### config.mk
export PLATFORM = sky130hd
export DESIGN_NAME = alu_seq_ctrl
export DESIGN_NICKNAME = d
export VERILOG_FILES = /design/src/rtl/alu_seq_pkg.sv /design/src/rtl/alu_seq_ctrl_iter.sv /design/src/rtl/alu_seq_ctrl.sv
export SDC_FILE = /design/constraint.sdc
export NUM_CORES = 1
export LEC_CHECK = 0
export BUFFER_PORTS_ARGS = -buffer_cell sky130_fd_sc_hd__buf_2
export CORE_MARGIN = 3
export CORE_UTILIZATION = 35
export DETAILED_ROUTE_END_ITERATION = 6
export PLACE_DENSITY_LB_ADDON = 0.08
export SKIP_CTS_REPAIR_TIMING = 1
export SYNTH_ARGS = -nofsm -noshare
export SYNTH_HDL_FRONTEND = slang
export SYNTH_HIERARCHICAL = 1
export SYNTH_SLANG_ARGS = --single-unit
export TNS_END_PERCENT = 1
### constraint.sdc
create_clock -name clk -period 5.4 [get_ports clk]
set_input_delay 0.54 -clock clk [delete_from_list [all_inputs] [get_ports clk]]
set_output_delay 0.54 -clock clk [all_outputs]
set_load 0.01 [all_outputs]
### src/rtl/alu_seq_pkg.sv
// Shared definitions for the ALU operation sequencer: control codes, FSM states
// and the iteration counter width helper.
package alu_seq_pkg;

    localparam logic [2:0] ALU_ADD = 3'b000;
    localparam logic [2:0] ALU_SUB = 3'b001;
    localparam logic [2:0] ALU_MUL = 3'b010;
    localparam logic [2:0] ALU_DIV = 3'b011;

    typedef enum logic [1:0] {
        IDLE = 2'd0,
        MUL  = 2'd1,
        DIV  = 2'd2,
        DONE = 2'd3
    } state_t;

    // Counter must hold WIDTH-1; never narrower than one bit.
    function automatic int cnt_width(input int w);
        return (w < 2) ? 1 : $clog2(w);
    endfunction

endpackage

### src/rtl/alu_seq_ctrl_iter.sv
// Iterative datapath: unsigned shift-add multiplier and restoring divider.
// One step per cycle; the controller decides when to load, step and stop.
module alu_iter_unit #(
    parameter int WIDTH = 32
) (
    input  logic             clk,
    input  logic             rst,
    input  logic             load_mul,
    input  logic             load_div,
    input  logic             step_mul,
    input  logic             step_div,
    input  logic [WIDTH-1:0] op_a,
    input  logic [WIDTH-1:0] op_b,
    output logic [WIDTH-1:0] mul_res,
    output logic [WIDTH-1:0] div_res
);

    logic [WIDTH-1:0] mcand, mplier, acc;
    logic [WIDTH-1:0] divisor, quot, rem;
    logic [WIDTH-1:0] acc_nx, quot_nx, rem_nx;
    logic [WIDTH:0]   rem_sh, trial;

    always_comb begin
        acc_nx  = mplier[0] ? acc + mcand : acc;
        // Working remainder is WIDTH+1 bits so the trial sign is visible.
        rem_sh  = {rem, quot[WIDTH-1]};
        trial   = rem_sh - {1'b0, divisor};
        rem_nx  = trial[WIDTH] ? rem_sh[WIDTH-1:0] : trial[WIDTH-1:0];
        quot_nx = {quot[WIDTH-2:0], ~trial[WIDTH]};
    end

    assign mul_res = acc_nx;
    assign div_res = quot_nx;

    always_ff @(posedge clk) begin
        if (rst) begin
            mcand   <= '0;
            mplier  <= '0;
            acc     <= '0;
            divisor <= '0;
            quot    <= '0;
            rem     <= '0;
        end else if (load_mul) begin
            mcand  <= op_a;
            mplier <= op_b;
            acc    <= '0;
        end else if (load_div) begin
            divisor <= op_b;
            quot    <= op_a;
            rem     <= '0;
        end else if (step_mul) begin
            acc    <= acc_nx;
            mcand  <= mcand << 1;
            mplier <= mplier >> 1;
        end else if (step_div) begin
            rem  <= rem_nx;
            quot <= quot_nx;
        end
    end

endmodule

### src/rtl/alu_seq_ctrl.sv
// Multi-cycle ALU sequencer: accepts one operation, runs add/sub in one cycle
// and mul/div over WIDTH cycles, returns the result on a valid/ready channel.
//
// Handshakes: a request transfers on a cycle where req_valid && req_ready; a
// response transfers on a cycle where rsp_valid && rsp_ready. Each side holds
// its payload stable until the transfer happens.
module alu_seq_ctrl
    import alu_seq_pkg::*;
#(
    parameter int WIDTH = 32
) (
    input  logic             clk,
    input  logic             rst,
    input  logic             req_valid,
    output logic             req_ready,
    input  logic [2:0]       alu_ctrl,
    input  logic [WIDTH-1:0] op_a,
    input  logic [WIDTH-1:0] op_b,
    output logic             rsp_valid,
    input  logic             rsp_ready,
    output logic [WIDTH-1:0] result,
    output logic             div_by_zero,
    output logic             busy
);

    localparam int CW = cnt_width(WIDTH);

    state_t          state, state_nx;
    logic [CW-1:0]   count;
    logic            accept;
    logic            b_zero;
    logic [WIDTH-1:0] mul_res, div_res;

    assign b_zero = (op_b == '0);

    always_ff @(posedge clk) begin
        if (rst) state <= IDLE;
        else     state <= state_nx;
    end

    always_comb begin
        state_nx  = state;
        req_ready = 1'b0;
        rsp_valid = 1'b0;
        busy      = 1'b1;
        accept    = 1'b0;
        case (state)
            IDLE: begin
                req_ready = 1'b1;
                busy      = 1'b0;
                accept    = req_valid;
                if (req_valid) begin
                    case (alu_ctrl)
                        ALU_MUL: state_nx = MUL;
                        ALU_DIV: state_nx = b_zero ? DONE : DIV;
                        default: state_nx = DONE;
                    endcase
                end
            end
            MUL:  if (count == '0) state_nx = DONE;
            DIV:  if (count == '0) state_nx = DONE;
            DONE: begin
                rsp_valid = 1'b1;
                if (rsp_ready) state_nx = IDLE;
            end
            default: state_nx = IDLE;
        endcase
    end

    always_ff @(posedge clk) begin
        if (rst) begin
            count       <= '0;
            result      <= '0;
            div_by_zero <= 1'b0;
        end else begin
            case (state)
                IDLE: if (accept) begin
                    div_by_zero <= 1'b0;
                    case (alu_ctrl)
                        ALU_SUB: result <= op_a - op_b;
                        ALU_MUL: count  <= CW'(WIDTH - 1);
                        ALU_DIV: begin
                            if (b_zero) begin
                                result      <= '1;
                                div_by_zero <= 1'b1;
                            end else begin
                                count <= CW'(WIDTH - 1);
                            end
                        end
                        default: result <= op_a + op_b;
                    endcase
                end
                MUL: begin
                    if (count == '0) result <= mul_res;
                    else             count  <= count - 1'b1;
                end
                DIV: begin
                    if (count == '0) result <= div_res;
                    else             count  <= count - 1'b1;
                end
                default: ;
            endcase
        end
    end

    alu_iter_unit #(.WIDTH(WIDTH)) u_iter (
        .clk      (clk),
        .rst      (rst),
        .load_mul (accept && (alu_ctrl == ALU_MUL)),
        .load_div (accept && (alu_ctrl == ALU_DIV) && !b_zero),
        .step_mul (state == MUL),
        .step_div (state == DIV),
        .op_a     (op_a),
        .op_b     (op_b),
        .mul_res  (mul_res),
        .div_res  (div_res)
    );

endmodule

; Word level (Yosys, flattened, before mapping)
; Index checks and enable logic that the tools add are counted.
[word_totals]
ff_bits = 232
out_inout_bits = 36
elab_cells = 95
inputBits = 71
[classes]
reduce_logical = 21
n_bitwise = 3
add_sub_neg = 5
n_eq_ne = 19
muxes = 37
[op_table]
columns = op, count
row1 = 32-bit two-way mux, 18
row2 = 32-bit one-hot mux with 3 select lines, 2
row3 = 32-bit adder, 2
row4 = 33-bit by 32-bit subtractor with 33-bit output, 1
row5 = 32-bit logical NOT, 1
row6 = 32-bit subtractor, 1
row7 = 5-bit one-hot mux with 2 select lines, 2
row8 = 5-bit two-way mux, 3
row9 = "2-bit != test, second input constant", 7
row10 = "3-bit != test, second input constant", 3
row11 = 2-bit AND reduction, 4
row12 = 1-bit two-way mux, 7
row13 = "3-bit by 2-bit == test with 1-bit output, second input constant", 2
row14 = 2-bit two-way mux, 3
row15 = "2-bit by 1-bit != test with 1-bit output, second input constant", 3
row16 = 2-bit one-hot mux with 3 select lines, 1
row17 = 3-bit AND reduction, 2
row18 = 6-bit AND reduction, 1
row19 = 2-bit nonzero test, 3
row20 = 5-bit logical NOT, 1
row21 = 5-bit AND reduction, 1
row22 = "5-bit by 1-bit subtractor with 5-bit output, second input constant", 1
row23 = "2-bit == test, second input constant", 2
row24 = 2-bit one-hot mux with 2 select lines, 1
row25 = 8 further kinds, 13

; Longest topological paths before layout
; Gate-level depths: netlist of run 1.
[logic_depth]
ltp_word = 6
depth_mapped = 17
ltp_nobuf = 16

; By module
; The synthesis of run 1 kept the hierarchy.
[modules_own_cells]
columns = module, seq_area_each_um2, n_inst, cells_each, area_each_um2
row1 = alu_iter_unit, 3843.7, 1, 1534, 12070.3
row2 = alu_seq_ctrl, 800.8, 1, 602, 4566.9

; Worst setup path before layout of run 1
; No wires, ideal clock.
[synth_path]
kind = input port to flip-flop
start = input port op_b[1]
end = register result[25]
setup_time_ps = 101
n_path_buf = 1
required_ps = 5299
arrival_ps = 4112
path_stages = 16
setup_slack_ps = 1187
path_cell_list = inv_1 > ha_1 > or4b_4 > nor4b_4 > nor2_1 > xnor2_1 > ha_1 > clkbuf_1 > a21oi_1 > o21ai_0 > a311o_1 > a2111oi_0 > a21boi_0 > a31oi_1 > xor2_1 > o41ai_1
[synth_via]
elab_chain_len = 4
elab_cells_between_ends = 8
cone_classes = add/sub: 2 / eq/ne: 1 / mux: 3 / reduce/logical: 2
[synth_rtl]
columns = element, line
row1 = "start, declared", alu_seq_ctrl.sv:18  ; input logic [WIDTH-1:0] op_b,
row2 = 32-bit adder or 32-bit subtractor (tied branches), "alu_seq_ctrl.sv:90, alu_seq_ctrl.sv:80"
row3 = 32-bit one-hot mux with 3 select lines, alu_seq_ctrl.sv:79  ; case (alu_ctrl)
row4 = 32-bit two-way mux, alu_seq_ctrl.sv:77  ; IDLE: if (accept) begin
row5 = 32-bit one-hot mux with 3 select lines, alu_seq_ctrl.sv:76  ; case (state)
row6 = "end signal, assigned", alu_seq_ctrl.sv:80  ; ALU_SUB: result <= op_a - op_b;
row7 = "end signal, assigned", alu_seq_ctrl.sv:90  ; default: result <= op_a + op_b;
row8 = "end signal, assigned", alu_seq_ctrl.sv:94  ; if (count == '0) result <= mul_res;
row9 = "end, declared", alu_seq_ctrl.sv:21  ; output logic [WIDTH-1:0] result,
; Several ways; a longest one is shown, not always the timed one. The select of a mux whose other input is x is not followed.
; A chain may end at the register's enable or synchronous reset.

; Worst setup path after layout of run 1
[layout_path]
start = input port op_b[0]
end = register result[25]
; Same word-level chain as after synthesis.

==> impl_metrics.env, run 1 <==
export IMPL_crit_type="in2reg"
export IMPL_synth_edff_count=0
export IMPL_period_minus_slack_ns=4.34
export IMPL_grt_pass1_wl_um=90800
export IMPL_fin_nets=2313
export IMPL_p_sw_mw=4.19
export IMPL_async_flop_share_pct=0
export IMPL_overflow=0
export IMPL_gp_congestion=0.908
export IMPL_dpl_worst_slack_ns=0.464
export IMPL_power_leakage_nw=7.47
export IMPL_synthTopCellsByArea="dfxtp_1 (28%), mux2i_1 (7.8%), ha_1 (7.6%)"
export IMPL_rsz0062_at_grt="false"
export IMPL_setup_viol=0
export IMPL_tightest_slew_ns=1.01
export IMPL_switching_share_pct=44.3
export IMPL_power_frac_seq_pct=23.7
export IMPL_maxCapViolCount=0
export IMPL_synth_most_common_cell="nor2_1"
export IMPL_cp_cell_sequence="buf_2 > inv_1 > ha_1 > or4b_4 > nor4b_4 > a21oi_1 > xnor2_1 > ha_1 > a21oi_1 > o21ai_0 > a311o_1 > a2111oi_0 > a21boi_0 > a31oi_1 > xor2_1 > o41ai_1"
export IMPL_drt_iter0_drc=1315
export IMPL_yosysSeqAreaShare_pct=27.9
export IMPL_cp_required_ns=5.91
export IMPL_clk_latency_ns=0.60
export IMPL_hold_viol=0
export IMPL_drt_pass1_iterations=7
export IMPL_finalCritPeriodShare_pct=80.4
export IMPL_hold_path_class="in2reg"
export IMPL_drive_above_1_share_pct=10.9
export IMPL_n_antenna_cell=0
export IMPL_drt_wl_total_um=60300
export IMPL_post_route_drc_count=0
export IMPL_synth_nets=2311
export IMPL_power_internal_mw=5.28
export IMPL_fmax_mhz=230
export IMPL_cp_max_fo=6
export IMPL_drv_slew=0
export IMPL_grt_max_degree=88
export IMPL_netlist_area_leader_share_pct=27.9
export IMPL_ys_warn_count=6
export IMPL_vias=15600
export IMPL_fp_dieW_um=224
export IMPL_track_usage_pct=23.3
export IMPL_critPathLaunchType="primary input"
export IMPL_rows=79
export IMPL_fin_util_pct=39.4
export IMPL_io_pins=107
export IMPL_netlist_area_um2=16600
export IMPL_cts_tree="built"
export IMPL_crit_buf_inv=2
export IMPL_fin_skew_ns=0.0290
export IMPL_critPathMaxStageDelay_ns=0.52
export IMPL_ys_top_cells_by_count="nor2_1 (277), a21oi_1 (235), dfxtp_1 (232), nand2_1 (185), mux2i_1 (130)"
export IMPL_coreArea_um2=46800
export IMPL_numClockSinks=232
export IMPL_viasPerCell=5.65
export IMPL_critPathSlowestCell="or4b_4"
export IMPL_cts_made_buffers=30
export IMPL_portBuffers=106
export IMPL_first_global_vias=14700
export IMPL_htree_levels=1
export IMPL_status="completed"
export IMPL_synth_seq_cells=232
export IMPL_slew_headroom_pct=32.2
export IMPL_pwr_share_clk_pct=22.7
export IMPL_syn_avg_cell_area_um2=7.79
export IMPL_synthFlopType="dfxtp_1"
export IMPL_clk_pin_slew_worst_paths_ns=0.06
export IMPL_crit_family="compound AO/OA/AOI/OAI gates"
export IMPL_dieArea_um2=50200
export IMPL_cts_root_buf="clkbuf_16"
export IMPL_powerDensity_nw_per_um2=513
export IMPL_pwr_share_comb_pct=53.6
export IMPL_wl_per_cell_um=21.8
export IMPL_vdd_drop_max_v=0.000439
export IMPL_dp_hpwl_um=45100
export IMPL_grt_antenna_before_repair=1
export IMPL_timing_hold_ws_ns=0.224
export IMPL_tns_ns=0
export IMPL_area_delta_synth_final_pct=10.8
export IMPL_synth_cells=2136
export IMPL_start_util_pct=35.6
export IMPL_yosysTopAreaCell="dfxtp_1"
export IMPL_ant_nets=0
export IMPL_arrival_ns=4.85
export IMPL_clockBufferDepth=3
export IMPL_crit_path_end_kind="flop"
export IMPL_fin_ws_ns=1.06
export IMPL_synth_cell_type_count=83
export IMPL_die_h_um=224
## power groups by stage
stage / Clock (mW) / Combinational, mW / Sequential, mW
6_report: 2.14 / 5.08 / 2.24
5_1_grt: 2.25 / 5.53 / 2.28
4_1_cts: 2.20 / 5.23 / 2.24
3_5_place_dp: 0 / 5.21 / 2.27
3_3_place_gp: 0 / 4.92 / 2.27
2_1_floorplan: 0 / 4.08 / 2.25
## sequential cells by signal, summed over array words and instances, names as in the netlist
register / count
state: 2
result: 32
div_by_zero: 1
u_iter/acc: 32
u_iter/rem: 32
u_iter/divisor: 32
count: 5
u_iter/mplier: 32
u_iter/quot: 32
u_iter/mcand: 32
## routing by layer
layer / global-route usage [%] / wire length, µm / vias to the layer above / part of all wire [%]
li1: - / - / 7677 / -
met1: 34.5 / 29600 / 7419 / 49
met2: 34.9 / 25300 / 425 / 42
met3: 2.88 / 3280 / 97 / 5.4
met4: 7.57 / 2090 / 2 / 3.5
met5: 0 / 20 / - / 0.033
## area by class of cell
type                            count  area, µm²
Clock buffer                       43        840
Clock inverter                     10        191
Fill cell                        4827      28300
Inverter                           80        313
Multi-Input combinational cell   1661      10900
Sequential cell                   232       4640
Tap cell                          607        759
Timing Repair Buffer              133        752
## cells by family (layout without fill, tap and decap cells)
family / Yosys count / in the layout / synth area share (%)
fa+ha+maj: 104 / 104 / 7.96
mux: 150 / 150 / 9.18
simple gates: 662 / 662 / 18.2
compound gates: 647 / 647 / 24.9
flops: 232 / 232 / 27.9
xor+xnor: 98 / 98 / 5.16
buf+inv: 243 / 266 / 6.64
## worst register-to-register path, cell delays in order, from the launching register on
cell	delay [ns]
dfxtp_1	0.31
inv_1	0.09
ha_1	0.17
inv_1	0.05
fa_1	0.42
a21oi_1	0.21
o2bb2ai_1	0.18
o221ai_2	0.32
o211ai_2	0.16
o211a_1	0.23
or3_1	0.66
inv_12	0.35
a22oi_1	0.17
a221oi_1	0.64
a21oi_1	0.08
nor2_1	0.11
## final timing paths
kind                   startpoint               end  slack [ns]  depth (start not counted)
hold / removal            op_b[1]  u_iter/mplier[1]        0.22                          3
setup / recovery          op_b[0]        result[25]        1.06                         16
hold reg to reg        result[18]        result[18]        0.45                          1
setup reg to reg  u_iter/quot[31]         result[0]        1.21                         15
## cell usage in the layout, fill, tap and decap left out, drive strengths merged, types with 8 or more instances in the layout
| master | n |
|---|---|
| a22o | 9 |
| a211oi | 52 |
| inv | 78 |
| dfxtp | 232 |
| and2 | 9 |
| nor4 | 13 |
| nor3 | 34 |
| o21a | 13 |
| nand2 | 185 |
| or2 | 9 |
| a21oi | 235 |
| o21bai | 15 |
| nor2b | 10 |
| xnor2 | 62 |
| nand2b | 19 |
| a21boi | 9 |
| a22oi | 26 |
| a31oi | 17 |
| nor2 | 277 |
| mux2 | 20 |
| or4 | 8 |
| mux2i | 130 |
| o21ai | 111 |
| nand4 | 15 |
| xor2 | 36 |
| buf | 133 |
| o41ai | 11 |
| o31ai | 16 |
| nor3b | 8 |
| and3 | 12 |
| o211ai | 9 |
| a21o | 34 |
| ha | 101 |
| nand3 | 31 |
| a221oi | 22 |
| clkbuf | 43 |
## stage by stage
stage                     instance area [µm²]  cells  power [mW]
after floorplan                         16600   2136        6.33
after global placement                  17400   2713        7.19
after detailed placement                17400   2713        7.48
after CTS                               18400   2766        9.67
after global routing                    18400   2766        10.1
final                                   18400   2766        9.47
Note: power is estimated with default switching activity, not from simulation.
==> run 2, diff against run 1 <==
clock period = 3.9 ns   (was 5.4 ns; I/O delays follow)
==> impl_metrics.env, run 2 (synthesized netlist as in run 1, its figures left out) <==
export IMPL_final_cell_mix="nor2_1 (273), a21oi_1 (232), dfxtp_1 (232)"
export IMPL_area_delta_synth_final_pct=18.3
export IMPL_fmax_mhz=264
export IMPL_hold_depth=3
export IMPL_fp_dieW_um=224
export IMPL_grt_max_degree=66
export IMPL_multiInputGateArea_um2=11000
export IMPL_fin_nets=2482
export IMPL_fin_ws_ns=0.106
export IMPL_arrival_ns=4.24
export IMPL_dpl_worst_slack_ns=-0.627
export IMPL_hold_viol=0
export IMPL_maxCapViolCount=0
export IMPL_rows=79
export IMPL_status="completed"
export IMPL_critPathLaunchType="primary input"
export IMPL_reg2reg_depth=14
export IMPL_post_route_drc_count=0
export IMPL_power_internal_mw=7.37
export IMPL_switching_share_pct=44.1
export IMPL_grt_pass1_wl_um=91500
export IMPL_vias=16100
export IMPL_crit_type="in2reg"
export IMPL_coreArea_um2=46800
export IMPL_htree_levels=1
export IMPL_drive_above_1_share_pct=17.8
export IMPL_rsz0062_at_grt="true"
export IMPL_p_sw_mw=5.81
export IMPL_pwr_share_clk_pct=19.5
export IMPL_drv_slew=0
export IMPL_drt_wl_total_um=60700
export IMPL_wl_per_cell_um=20.7
export IMPL_clk_latency_ns=0.58
export IMPL_dieArea_um2=50200
export IMPL_numClockSinks=232
export IMPL_ant_nets=0
export IMPL_portBuffers=106
export IMPL_cts_root_buf="clkbuf_16"
export IMPL_layout_commonest_cell="nor2_1"
export IMPL_drt_iter0_drc=1166
export IMPL_drt_pass1_iterations=5
export IMPL_vdd_drop_max_v=0.000582
export IMPL_grt_antenna_before_repair=0
export IMPL_start_util_pct=35.6
export IMPL_crit_path_end_kind="flop"
export IMPL_seqCellArea_um2=4640
export IMPL_powerDensity_nw_per_um2=670
export IMPL_cts_tree="built"
export IMPL_gp_congestion=0.868
export IMPL_clk_pin_slew_worst_paths_ns=0.06
export IMPL_period_minus_slack_ns=3.79
export IMPL_track_usage_pct=23.4
export IMPL_first_global_vias=15100
export IMPL_power_leakage_nw=8.26
export IMPL_hold_path_class="in2reg"
export IMPL_tightest_slew_ns=1.18
export IMPL_die_h_um=224
export IMPL_cp_max_fo=4
export IMPL_viasPerCell=5.50
export IMPL_overflow=0
export IMPL_setup_viol=0
export IMPL_cts_made_buffers=29
export IMPL_finalCritPeriodShare_pct=97.3
export IMPL_clockBufferDepth=3
export IMPL_io_pins=107
export IMPL_dp_hpwl_um=46300
export IMPL_cp_required_ns=4.35
export IMPL_n_fill_cell=4817
export IMPL_pwr_share_comb_pct=57.0
export IMPL_power_frac_seq_pct=23.5
export IMPL_fin_util_pct=42.1
export IMPL_slew_headroom_pct=20.8
export IMPL_n_antenna_cell=0
export IMPL_fin_skew_ns=0.0198
-- run 2: final timing paths --
path,slack [ns],start,end
max,0.11,op_b[13],result[30]
min,0.09,op_b[1],u_iter/mplier[1]
max reg2reg,0.32,u_iter/quot[31],u_iter/rem[28]
min reg2reg,0.44,result[21],result[21]
-- run 2: power groups by stage --
| stage | Sequential [mW] | Combinational (mW) | Clock [mW] |
|---|---|---|---|
| 6_report | 3.10 | 7.51 | 2.57 |
| 5_1_grt | 3.15 | 8.25 | 2.73 |
| 4_1_cts | 3.09 | 7.51 | 2.65 |
| 3_5_place_dp | 3.14 | 7.47 | 0 |
| 3_3_place_gp | 3.13 | 7.47 | 0 |
| 2_1_floorplan | 3.12 | 5.65 | 0 |
-- run 2: final cells by class --
class | count | area share [%]
Clock buffer | 38 | 3.96
Clock inverter | 12 | 0.471
Inverter | 80 | 1.59
Multi-Input combinational cell | 1661 | 55.9
Sequential cell | 232 | 23.6
Tap cell | 607 | 3.86
Timing Repair Buffer | 303 | 10.6
-- run 2: routing by layer --
layer / track usage [%] / wire [µm] / vias to the layer above
met1: 35.3 / 30600 / 7676
met5: 0 / 0 / -
li1: - / - / 8033
met2: 36.0 / 26200 / 382
met3: 2.74 / 2820 / 54
met4: 4.42 / 1050 / 0
-- run 2: stage by stage --
stage	hold WS, ns	instances	instance area, µm²	power, mW	setup TNS [ns]
floorplan	0.436	2136	16600	8.77	-0.0338
global placement	0.431	2881	18700	10.6	-18.36
detailed placement	0.436	2881	18700	10.6	-20.65
CTS	0.0715	2931	19600	13.2	-0.149
global route	0.0928	2933	19700	14.1	-0.118
finish	0.0943	2933	19700	13.2	0
-- run 2: critical path, cell delays in order --
cell	delay, ns
buf_2	0.10
or4_1	0.63
or4_1	0.49
nor4_4	0.32
buf_4	0.17
nand2_1	0.10
nand2_1	0.13
xor2_1	0.16
buf_4	0.14
ha_1	0.23
a21o_1	0.16
a21o_1	0.17
a21oi_1	0.24
o21ai_0	0.14
a21o_1	0.20
a21oi_1	0.12
nor4b_1	0.27
nor3_1	0.08
